### src/rtl/hazard_pkg.sv
// Shared types and constants for the pipeline hazard controller.
package hazard_pkg;

   typedef enum logic {
      RUN      = 1'b0,
      MDU_BUSY = 1'b1
   } hz_state_t;

   typedef enum logic [1:0] {
      FWD_RF  = 2'b00,
      FWD_WB  = 2'b01,
      FWD_MEM = 2'b10
   } fwd_sel_t;

   localparam logic [5:0] MDU_TIMEOUT = 6'd63;

endpackage

### src/rtl/fwd_unit.sv
// Operand forwarding select for one execute-stage source register.
module fwd_unit
   import hazard_pkg::*;
(
   input  logic [4:0] rs_i,
   input  logic [4:0] rd_m_i,
   input  logic       regwrite_m_i,
   input  logic [4:0] rd_w_i,
   input  logic       regwrite_w_i,
   output fwd_sel_t   fwd_o
);

   logic matchM;
   logic matchW;

   // x0 is hardwired zero, so a write to it must never be forwarded
   assign matchM = regwrite_m_i && (rd_m_i != 5'd0) && (rd_m_i == rs_i);
   assign matchW = regwrite_w_i && (rd_w_i != 5'd0) && (rd_w_i == rs_i);

   always_comb begin
      fwd_o = FWD_RF;
      if (matchM) begin
         fwd_o = FWD_MEM;
      end else if (matchW) begin
         fwd_o = FWD_WB;
      end
   end

endmodule

### src/rtl/hazard_ctrl.sv
// Pipeline hazard controller: stalls, flushes, forwarding and MDU wait tracking.
module hazard_ctrl
   import hazard_pkg::*;
(
   input  logic        clk,
   input  logic        reset,
   input  logic [4:0]  rs1_d,
   input  logic [4:0]  rs2_d,
   input  logic [4:0]  rs1_e,
   input  logic [4:0]  rs2_e,
   input  logic [4:0]  rd_e,
   input  logic        memread_e,
   input  logic [4:0]  rd_m,
   input  logic [4:0]  rd_w,
   input  logic        regwrite_m,
   input  logic        regwrite_w,
   input  logic        branch_taken_e,
   input  logic        mdu_start_e,
   input  logic        mdu_done,
   output logic        stall_f,
   output logic        stall_d,
   output logic        stall_e,
   output logic        flush_d,
   output logic        flush_e,
   output logic        flush_m,
   output logic [1:0]  fwd_a_e,
   output logic [1:0]  fwd_b_e,
   output logic [31:0] stall_cycles,
   output logic [15:0] redirects,
   output logic        mdu_timeout
);

   hz_state_t   state_q, state_d;
   logic [5:0]  waitCnt_q, waitCnt_d;
   logic [31:0] stallCnt_q, stallCnt_d;
   logic [15:0] redirCnt_q, redirCnt_d;
   logic        timeout_q, timeout_d;
   logic        loadUse;
   logic        redirect;
   fwd_sel_t    fwdA, fwdB;

   fwd_unit u_fwd_a (
      .rs_i         (rs1_e),
      .rd_m_i       (rd_m),
      .regwrite_m_i (regwrite_m),
      .rd_w_i       (rd_w),
      .regwrite_w_i (regwrite_w),
      .fwd_o        (fwdA)
   );

   fwd_unit u_fwd_b (
      .rs_i         (rs2_e),
      .rd_m_i       (rd_m),
      .regwrite_m_i (regwrite_m),
      .rd_w_i       (rd_w),
      .regwrite_w_i (regwrite_w),
      .fwd_o        (fwdB)
   );

   assign fwd_a_e = reset ? FWD_RF : fwdA;
   assign fwd_b_e = reset ? FWD_RF : fwdB;

   assign loadUse = memread_e && (rd_e != 5'd0) && ((rd_e == rs1_d) || (rd_e == rs2_d));

   always_ff @(posedge clk) begin
      if (reset) begin
         state_q    <= RUN;
         waitCnt_q  <= '0;
         stallCnt_q <= '0;
         redirCnt_q <= '0;
         timeout_q  <= 1'b0;
      end else begin
         state_q    <= state_d;
         waitCnt_q  <= waitCnt_d;
         stallCnt_q <= stallCnt_d;
         redirCnt_q <= redirCnt_d;
         timeout_q  <= timeout_d;
      end
   end

   // Priority in RUN: redirect, then MDU start, then load-use; MDU_BUSY ignores branches
   always_comb begin
      state_d   = state_q;
      waitCnt_d = waitCnt_q;
      timeout_d = timeout_q;
      redirect  = 1'b0;
      stall_f   = 1'b0;
      stall_d   = 1'b0;
      stall_e   = 1'b0;
      flush_d   = 1'b0;
      flush_e   = 1'b0;
      flush_m   = 1'b0;

      case (state_q)
         RUN: begin
            if (branch_taken_e) begin
               flush_d  = 1'b1;
               flush_e  = 1'b1;
               redirect = 1'b1;
            end else if (mdu_start_e) begin
               stall_f   = 1'b1;
               stall_d   = 1'b1;
               stall_e   = 1'b1;
               flush_m   = 1'b1;
               state_d   = MDU_BUSY;
               waitCnt_d = '0;
            end else if (loadUse) begin
               stall_f = 1'b1;
               stall_d = 1'b1;
               flush_e = 1'b1;
            end
         end
         MDU_BUSY: begin
            if (mdu_done) begin
               state_d   = RUN;
               waitCnt_d = '0;
            end else begin
               stall_f = 1'b1;
               stall_d = 1'b1;
               stall_e = 1'b1;
               flush_m = 1'b1;
               if (waitCnt_q == MDU_TIMEOUT) begin
                  timeout_d = 1'b1;
                  state_d   = RUN;
                  waitCnt_d = '0;
               end else begin
                  waitCnt_d = waitCnt_q + 6'd1;
               end
            end
         end
         default: begin
            state_d   = RUN;
            waitCnt_d = '0;
         end
      endcase

      if (reset) begin
         redirect = 1'b0;
         stall_f  = 1'b0;
         stall_d  = 1'b0;
         stall_e  = 1'b0;
         flush_d  = 1'b1;
         flush_e  = 1'b1;
         flush_m  = 1'b1;
      end

      stallCnt_d = stallCnt_q;
      if (stall_f && (stallCnt_q != '1)) begin
         stallCnt_d = stallCnt_q + 32'd1;
      end
      redirCnt_d = redirCnt_q;
      if (redirect && (redirCnt_q != '1)) begin
         redirCnt_d = redirCnt_q + 16'd1;
      end
   end

   assign stall_cycles = stallCnt_q;
   assign redirects    = redirCnt_q;
   assign mdu_timeout  = timeout_q;

endmodule
### config.mk
export PLATFORM = sky130hd
export DESIGN_NAME = hazard_ctrl
export DESIGN_NICKNAME = d
export VERILOG_FILES = /design/src/rtl/hazard_pkg.sv /design/src/rtl/fwd_unit.sv /design/src/rtl/hazard_ctrl.sv
export SDC_FILE = /design/constraint.sdc
export NUM_CORES = 1
export LEC_CHECK = 0
export CORE_MARGIN = 3
export CORE_UTILIZATION = 50
export DETAILED_ROUTE_END_ITERATION = 6
export PLACE_DENSITY = 0.95
export SETUP_SLACK_MARGIN = 0.05
export SLEW_MARGIN = 25
export SYNTH_ARGS = -nofsm -noshare
export SYNTH_HDL_FRONTEND = slang
export SYNTH_SLANG_ARGS = --single-unit
### constraint.sdc
create_clock -name clk -period 3.06 [get_ports clk]
set_input_delay 0.306 -clock clk [delete_from_list [all_inputs] [get_ports clk]]
set_output_delay 0.306 -clock clk [all_outputs]
set_load 0.005 [all_outputs]
==> results of run 1 <==
[cells in the final DEF (no fill, tap or decap), drive strengths merged, types with 2 or more instances in the layout]
master / synthesis / routed
nor3: 7 / 7
dfxtp: 56 / 56
ha: 3 / 3
o21ai: 18 / 18
and3: 5 / 5
xnor2: 27 / 27
or3: 15 / 15
xor2: 21 / 21
or4: 15 / 15
mux2: 2 / 2
and4: 2 / 2
o31ai: 10 / 10
mux2i: 2 / 2
nand3: 29 / 29
o311ai: 2 / 2
nor3b: 2 / 2
nand2: 33 / 33
a21oi: 31 / 31
o21a: 3 / 3
inv: 6 / 6
clkbuf: 5 / 8
nor2: 40 / 40
clkdlybuf4s50: 0 / 100
o41ai: 2 / 2
buf: 6 / 6
nor2b: 4 / 4
nand4: 12 / 12
nor4: 7 / 7
[cells in the mapped netlist (all sizes together), types with 2 or more instances]
cell,number,area (um2)
mux2i,2,20.0
nor3,7,50.1
xnor2,27,236
buf,6,52.6
and3,5,31.3
o21a,3,22.5
nor4,7,50.1
a21oi,31,189
o21ai,18,93.8
nor2,40,150
or3,15,93.8
o311ai,2,17.5
xor2,21,184
o41ai,2,17.5
nand2,33,124
and4,2,20.0
nand4,12,75.1
or4,15,113
nor2b,4,25.0
o31ai,10,75.1
nand3,29,175
dfxtp,56,1120
mux2,2,22.5
nor3b,2,15.0
ha,3,37.5
clkbuf,5,18.8
inv,6,22.5
[metal layers]
metal	wire, um	track usage (%)	up-vias
li1	-	-	1608
met1	3570	28.7	1542
met2	4590	41.3	82
met3	404	4.47	24
met4	238	9.49	0
met5	0	0	-
[where the power goes]
group          switching [mW]  total [mW]  internal, mW
combinational          0.0967       0.206         0.109
sequential            0.00649       0.740         0.734
clock                   0.233       0.419         0.185
total                   0.337        1.36          1.03
[final cells by class]
class                   instances  area, um2  share of cell area (%)
multi-input cells             310       2000                    45.8
inverters                       6       22.5                   0.515
repair buffers                106       1040                    23.9
clock buffers                   8       90.1                    2.06
flip-flops and latches         56       1120                    25.6
well taps                      75       93.8                    2.15
[logic make-up (layout without fill, tap and decap cells)]
logic type,Yosys count,in the layout,synth area share [%]
AOI/OAI and AO/OA,78,78,16.6
xor gates and xnor gates,48,48,13.1
adders and majority gates,3,3,1.17
buffers and inverters,17,120,2.92
DFF,56,56,34.8
muxes,4,4,1.32
and+or+nand+nor,177,177,30.1
[sequential cells by signal, indices dropped and copies added (netlist names)]
| signal | flops |
|---|---|
| mdu_timeout | 1 |
| redirects | 16 |
| stall_cycles | 32 |
| state_q | 1 |
| waitCnt_q | 6 |
[critical path: cells and delay by family]
| family | cells | cell delay [ns] |
|---|---|---|
| buffers and inverters | 2 | 1.04 |
| AOI/OAI and AO/OA | 1 | 0.27 |
| and+or+nand+nor | 3 | 0.97 |
[worst max path at each step]
stage,depth (start not counted),endpoint,slack (ns),startpoint
global placement,6,fwd_a_e[0],0.20,rd_m[0]
CTS,6,fwd_b_e[0],0.08,rd_m[0]
detailed placement,6,fwd_b_e[0],0.08,rd_m[0]
floorplan,6,stall_f,1.09,rd_e[1]
global route,6,fwd_b_e[0],0.07,rd_m[0]
finish,6,fwd_b_e[0],0.16,rd_m[0]
[stage by stage]
| step | worst slack [ns] | power (mW) |
|---|---|---|
| CTS | 0.0792 | 1.37 |
| global placement | 0.197 | 0.955 |
| global route | 0.0660 | 1.41 |
| finish | 0.164 | 1.36 |
| floorplan | 1.09 | 0.853 |
| detailed placement | 0.0811 | 0.962 |
==> results.tsv, run 1 <==
metric	value	unit
rows	28	
slowest_stage	clkdlybuf4s50_1	
hold_viol_final	0	
gr-usage-all-layers	23.7	%
end_kind	output pin	
area_growth	35.9	%
fmax	0.345	GHz
drc	0	
drt_iter0_markers	149	
critPathLaunchType	input port	
fillers	456	
path_common_cell	clkdlybuf4s50_1	
setup_violations	0	
via_per_inst	5.80	
hold_end	stall_cycles[8]	
postSynthCellCount	383	
first_pass_iters	4	
finalClockSkew	0.00705	ns
r2r_start	stall_cycles[0]	
post_cts_buffers	0	
min_period	2.90	ns
antenna_found_initial	0	
cp.arrival	2.59	ns
fin_nets	531	
whs_path_depth	3	
p_leak	1.38	nW
fin_util	72.2	%
cts-resized-gates	0	
core-area	0.00606	mm2
grt_max_degree	59	
wl_per_cell	15.7	um
rsz0062_at_grt	false	
postRouteAntennaNets	0	
clkSlewWorstSetupHoldPaths	0.09	ns
grt_pass1_wl	14400	um
drv_cap	0	
initial_core_util	53.1	%
crit_required	2.75	ns
wirelength	8800	um
avgSynthCellArea	8.40	um2
gr-total-overflow	0	
timing.rr.end	stall_cycles[7]	
die_x	86.2	um
ys.flop_type	dfxtp_1	
crit_path_max_fanout	4	
final_area	0.00437	mm2
final-max-slew-violation-count	0	
slowest_delay	0.56	ns
outcome	completed	
synth-async-reset-ratio	0	%
drive_above_1_share	7.82	%
synth_edf_count	0	
cts_num_sinks	56	
synth_seq_cells	56	
ys_warn_count	0	
cts_buffers	5	
dp.cells	553	
ys_types	58	
cts_tree	done	
die_h	86.2	um
vias	3256	
pwr_density_cell	312	mW/mm2
clock_tree.root_cell	clkbuf_8	
synth_nets	429	
path_cells	clkdlybuf4s50_1, or4_1, o21ai_1, nor3_1, nor4_1, clkdlybuf4s50_1	
clk_latency	0.31	ns
rr_worst_depth	7	
place.gp.congestion	0.889	
peakVddDrop	0.000264	V
max_slew_margin	58.1	%
ios	102	
syn_area	0.00322	mm2
dp_hpwl	6850	um
period_share	94.6	%
io_buffer_count	101	
die_area	0.00743	mm2
holdBufCountCts	0	
cts_htree_levels	2	
criticalPathCategory	in -> out	
hold_path_class	in -> reg	
fin_hold_ws	0.376	ns
worst_pin_slew	0.629	ns
layoutNonFillerInstCount	561	
clockBufferDepth	2	
setup_tns	0	ns
grt_pass1_vias	3176	
placed_cell_area	0.00428	mm2
yosysSeqAreaShare	34.8	%
hp-start	reset	
insertedDiodeCount	0	
r2r_slack	0.64	ns
No activity file was read; power rests on OpenSTA's default activity.
==> inputs of run 2 (changes only) <==
--- a/config.mk
+++ b/config.mk
@@ -6,9 +6,9 @@
 export NUM_CORES = 1
 export LEC_CHECK = 0
 export CORE_MARGIN = 3
-export CORE_UTILIZATION = 50
+export CORE_UTILIZATION = 49
 export DETAILED_ROUTE_END_ITERATION = 6
-export PLACE_DENSITY = 0.95
+export PLACE_DENSITY = 0.84
 export SETUP_SLACK_MARGIN = 0.05
 export SLEW_MARGIN = 25
 export SYNTH_ARGS = -nofsm -noshare
==> results.tsv, run 2 (synthesis results as in run 1) <==
metric	value	unit	change
path_common_cell	clkdlybuf4s50_1		unchanged
crit_path_max_fanout	4		unchanged
fin_nets	533		was 531
cts_buffers	5		unchanged
hp-start	reset		unchanged
largest_register_ffs	32		unchanged
worst_pin_slew	0.698	ns	was 0.629 ns
die_h	87.0	um	was 86.2 um
power_frac_comb	15.2	%	was 15.1%
p_sw	0.343	mW	was 0.337 mW
layout_common_cells	clkdlybuf4s50_1, dfxtp_1, nor2_1, nand2_1, xnor2_1		unchanged
peakVddDrop	0.000189	V	was 0.000264 V
gr-usage-all-layers	23.3	%	was 23.7%
hold_viol_final	0		unchanged
setup_violations	0		unchanged
period_share	94.4	%	was 94.6%
fin_util	71.7	%	was 72.2%
clkPwrFrac	30.9	%	was 30.7%
dp_hpwl	6730	um	was 6850 um
die_area	0.00758	mm2	was 0.00743 mm2
route.met3.wl	372	um	was 404 um
slowest_delay	0.57	ns	was 0.56 ns
crit_buf_inv	2		unchanged
crit_family	buffers and inverters		unchanged
insertedDiodeCount	0		unchanged
min_period	2.89	ns	was 2.90 ns
gr-total-overflow	0		unchanged
final_common_cell	clkdlybuf4s50_1		unchanged
layoutNonFillerInstCount	563		was 561
cts_num_sinks	56		unchanged
cts_htree_levels	2		unchanged
slowest_stage	or4_1		was clkdlybuf4s50_1
drive_above_1_share	8.40	%	was 7.82%
area_growth	36.5	%	was 35.9%
post_cts_buffers	0		unchanged
p_seq_share	54.0	%	was 54.2%
dp.cells	555		was 553
postRouteAntennaNets	0		unchanged
cp.arrival	2.58	ns	was 2.59 ns
clockBufferDepth	2		unchanged
pwr_density_cell	312	mW/mm2	about the same
ios	102		unchanged
grt_max_degree	59		unchanged
critPathLaunchType	input port		unchanged
path_cells	clkdlybuf4s50_1, or4_1, o21ai_1, nor3_1, nor4_1, clkdlybuf4s50_1		unchanged
clock_tree.root_cell	clkbuf_8		unchanged
fmax	0.346	GHz	was 0.345 GHz
criticalPathCategory	in -> out		unchanged
outcome	completed		unchanged
hold_path_class	in -> reg		unchanged
clkSlewWorstSetupHoldPaths	0.09	ns	about the same
drt_iter0_markers	228		was 149
die_x	87.0	um	was 86.2 um
grt_pass1_vias	3172		was 3176
r2r_start	stall_cycles[0]		unchanged
wirelength	8750	um	was 8800 um
finalPower	1.37	mW	was 1.36 mW
initial_core_util	52.5	%	was 53.1%
io_buffer_count	101		unchanged
crit_required	2.75	ns	about the same
wl_met2	4510	um	was 4590 um
dr.max_layer_used	met4		unchanged
drv_cap	0		unchanged
clk_latency	0.31	ns	about the same
p_leak	1.39	nW	was 1.38 nW
core-area	0.00613	mm2	was 0.00606 mm2
grt_pass1_wl	14400	um	about the same
first_pass_iters	5		was 4
via_per_inst	5.85		was 5.80
final-max-slew-violation-count	0		unchanged
rsz0062_at_grt	false		unchanged
max_slew_margin	53.5	%	was 58.1%
rows	28		unchanged
place.gp.congestion	0.885		was 0.889
setup_tns	0	ns	unchanged
wl_per_cell	15.5	um	was 15.7 um
detail_route.wirelength.met1	3710	um	was 3570 um
internal_power	1.03	mW	about the same
end_kind	output pin		unchanged
cts_tree	done		unchanged
switching_share	25.0	%	was 24.7%
drc	0		unchanged
startpoint	rd_m[0]		unchanged
vias	3295		was 3256
finalClockSkew	0.0114	ns	was 0.00705 ns
antenna_found_initial	0		unchanged
run 2: cell types whose count changed in the layout (fill, tap and decap cells not counted), sizes merged:
cell,before,now
buf,6,8
clkbuf,8,7
clkinvlp,0,1
run 2: worst paths after layout:
check                         end  slack (ns)  cells after the start
hold / removal    stall_cycles[8]        0.37                      3
setup / recovery       fwd_a_e[0]        0.17                      6
setup reg to reg  stall_cycles[9]        0.60                      7
hold reg to reg      redirects[1]        0.50                      2
run 2: tightest hold or removal path, stage by stage:
cell and delay, ns:
buf_2 0.11, inv_2 0.10, o21a_1 0.12
run 2: cell type report:
| type | instances | area, um2 |
|---|---|---|
| clock buffers | 7 | 86.3 |
| repair buffers | 108 | 1060 |
| clock inverters | 1 | 7.51 |
| flip-flops and latches | 56 | 1120 |
| fillers | 482 | 1740 |
| multi-input cells | 310 | 2000 |
| inverters | 6 | 22.5 |
| well taps | 75 | 93.8 |
run 2: metal layers:
metal  vias to the layer above  global-route usage [%]
met5                         -                       0
met4                         0                    6.94
met3                        16                    3.97
met2                       109                    40.3
met1                      1555                    29.5
li1                       1615                       -
run 2: stage by stage:
step	hold WS, ns	instance area (um2)	worst slack [ns]
2_1_floorplan	0.461	3220	1.09
3_3_place_gp	0.477	4300	0.172
3_5_place_dp	0.485	4300	0.0717
4_1_cts	0.371	4390	0.0682
5_1_grt	0.385	4390	0.0654
6_report	0.365	4390	0.172
run 2: power by group through the flow:
stage	sequential [mW]	combinational, mW	clock [mW]
floorplan	0.757	0.0968	0
global placement	0.757	0.202	0
detailed placement	0.757	0.207	0
CTS	0.740	0.208	0.429
global route	0.742	0.227	0.451
finish	0.740	0.208	0.423
run 2: what timing repair did:
item | CTS | global route
gates resized for setup | 0 | 1
setup endpoints to repair | 0 | 2
hold buffers | 0 | 0
==> inputs of run 3 (changes only) <==
--- a/config.mk
+++ b/config.mk
@@ -9,6 +9,7 @@
 export CORE_UTILIZATION = 49
 export DETAILED_ROUTE_END_ITERATION = 6
 export PLACE_DENSITY = 0.84
+export REMOVE_ABC_BUFFERS = 1
 export SETUP_SLACK_MARGIN = 0.05
 export SLEW_MARGIN = 25
 export SYNTH_ARGS = -nofsm -noshare
==> results.tsv, run 3 (synthesis results as in run 1) <==
metric	value	unit	change
setup_tns	0	ns	unchanged
final-max-slew-violation-count	0		unchanged
drive_above_1_share	8.61	%	was 8.40%
outcome	completed		unchanged
use_met2	37.1	%	was 40.3%
clk_latency	0.32	ns	was 0.31 ns
hold_viol_final	0		unchanged
die_x	87.0	um	unchanged
min_period	2.83	ns	was 2.89 ns
post_cts_buffers	0		unchanged
antenna_found_initial	0		unchanged
drc	0		unchanged
slowest_delay	0.57	ns	about the same
dp.cells	555		unchanged
postRouteAntennaNets	0		unchanged
ios	102		unchanged
period_share	92.4	%	was 94.4%
path_common_cell	clkdlybuf4s50_1		unchanged
end_kind	output pin		unchanged
cp.arrival	2.52	ns	was 2.58 ns
gr-total-overflow	0		unchanged
layout_common_cells	clkdlybuf4s50_1, dfxtp_1, nor2_1, nand2_1, xnor2_1		unchanged
hold_path_class	in -> reg		unchanged
die_area	0.00758	mm2	unchanged
clockBufferDepth	2		unchanged
wirelength	8140	um	was 8750 um
clock_tree.root_cell	clkbuf_8		unchanged
layoutNonFillerInstCount	563		unchanged
insertedDiodeCount	0		unchanged
p_leak	1.40	nW	was 1.39 nW
rsz0062_at_grt	false		unchanged
core-area	0.00613	mm2	unchanged
peakVddDrop	0.000185	V	was 0.000189 V
max_slew_margin	60.1	%	was 53.5%
fin_util	71.7	%	about the same
cts_tree	done		unchanged
cts_num_sinks	56		unchanged
drt_iter0_markers	146		was 228
largest_register_ffs	32		unchanged
crit_required	2.75	ns	about the same
startpoint	rd_m[0]		unchanged
crit_family	buffers and inverters		unchanged
fmax	0.354	GHz	was 0.346 GHz
met1_usage	27.1	%	was 29.5%
cts-resized-gates	0		unchanged
drv_cap	0		unchanged
critPathLaunchType	input port		unchanged
cts_buffers	5		unchanged
pwr_density_cell	312	mW/mm2	about the same
multiInputGateArea	0.00200	mm2	unchanged
path_cells	clkdlybuf4s50_1, or4_1, o21ai_1, nor3_1, nor4_1, clkdlybuf4s50_1		unchanged
grt_pass1_wl	13500	um	was 14400 um
slowest_stage	clkdlybuf4s50_1		was or4_1
busiest_layer	met2		unchanged
gr-usage-all-layers	21.8	%	was 23.3%
final_common_cell	clkdlybuf4s50_1		unchanged
io_buffer_count	101		unchanged
holdBufCountCts	0		unchanged
r2r_start	stall_cycles[17]		was stall_cycles[0]
worst_pin_slew	0.596	ns	was 0.698 ns
via_per_inst	5.80		was 5.85
crit_buf_inv	2		unchanged
cts_htree_levels	2		unchanged
crit_path_max_fanout	3		was 4
register_area	0.00112	mm2	unchanged
initial_core_util	52.5	%	unchanged
setup_violations	0		unchanged
hp-start	reset		unchanged
fillers	504		was 482
die_h	87.0	um	unchanged
grt_pass1_vias	2920		was 3172
finalClockSkew	0.0141	ns	was 0.0114 ns
clkSlewWorstSetupHoldPaths	0.10	ns	was 0.09 ns
dp_hpwl	6370	um	was 6730 um
place.gp.congestion	0.798		was 0.885
criticalPathCategory	in -> out		unchanged
area_growth	36.5	%	about the same
grtUsageMet3	6.05	%	was 3.97%
wl_per_cell	14.5	um	was 15.5 um
vias	3266		was 3295
grt_max_degree	34		was 59
first_pass_iters	4		was 5
rows	28		unchanged
fin_nets	533		unchanged
[run 3: changes by cell type in the layout (fill, tap and decap cells not counted), sizes merged]
cell	previous run	this run
clkinv	0	2
inv	6	7
clkinvlp	1	0
clkbuf	7	5
[run 3: worst paths after layout]
| path | to | slack, ns | depth (start not counted) |
|---|---|---|---|
| min | state_q | 0.36 | 3 |
| min reg2reg | redirects[1] | 0.50 | 2 |
| max reg2reg | stall_cycles[13] | 0.74 | 7 |
| max | fwd_b_e[0] | 0.23 | 6 |
[run 3: layer usage]
metal	vias up	wire length, um
met1	1506	3350
met3	7	793
met4	0	81
met2	143	3920
met5	-	0
li1	1610	-
[run 3: cell type report]
class	count	area share [%]
well taps	75	2.14
repair buffers	108	24.1
flip-flops and latches	56	25.5
clock buffers	5	1.57
multi-input cells	310	45.6
clock inverters	3	0.598
inverters	6	0.513
[run 3: through the flow]
step / cell area (um2) / power [mW] / hold slack (ns) / worst slack, ns
2_1_floorplan: 3150 / 0.841 / 0.368 / 0.961
3_3_place_gp: 4300 / 0.963 / 0.482 / 0.210
3_5_place_dp: 4300 / 0.965 / 0.487 / 0.120
4_1_cts: 4390 / 1.38 / 0.352 / 0.137
5_1_grt: 4390 / 1.43 / 0.366 / 0.123
6_report: 4390 / 1.37 / 0.360 / 0.234
[run 3: power by group]
| group | total, mW | switching [mW] | internal (mW) |
|---|---|---|---|
| combinational | 0.207 | 0.0954 | 0.112 |
| sequential | 0.740 | 0.00620 | 0.734 |
| clock | 0.424 | 0.257 | 0.167 |
[run 3: tightest hold or removal path: stages]
cell	delay, ns
buf_2	0.10
inv_2	0.10
o21a_1	0.12
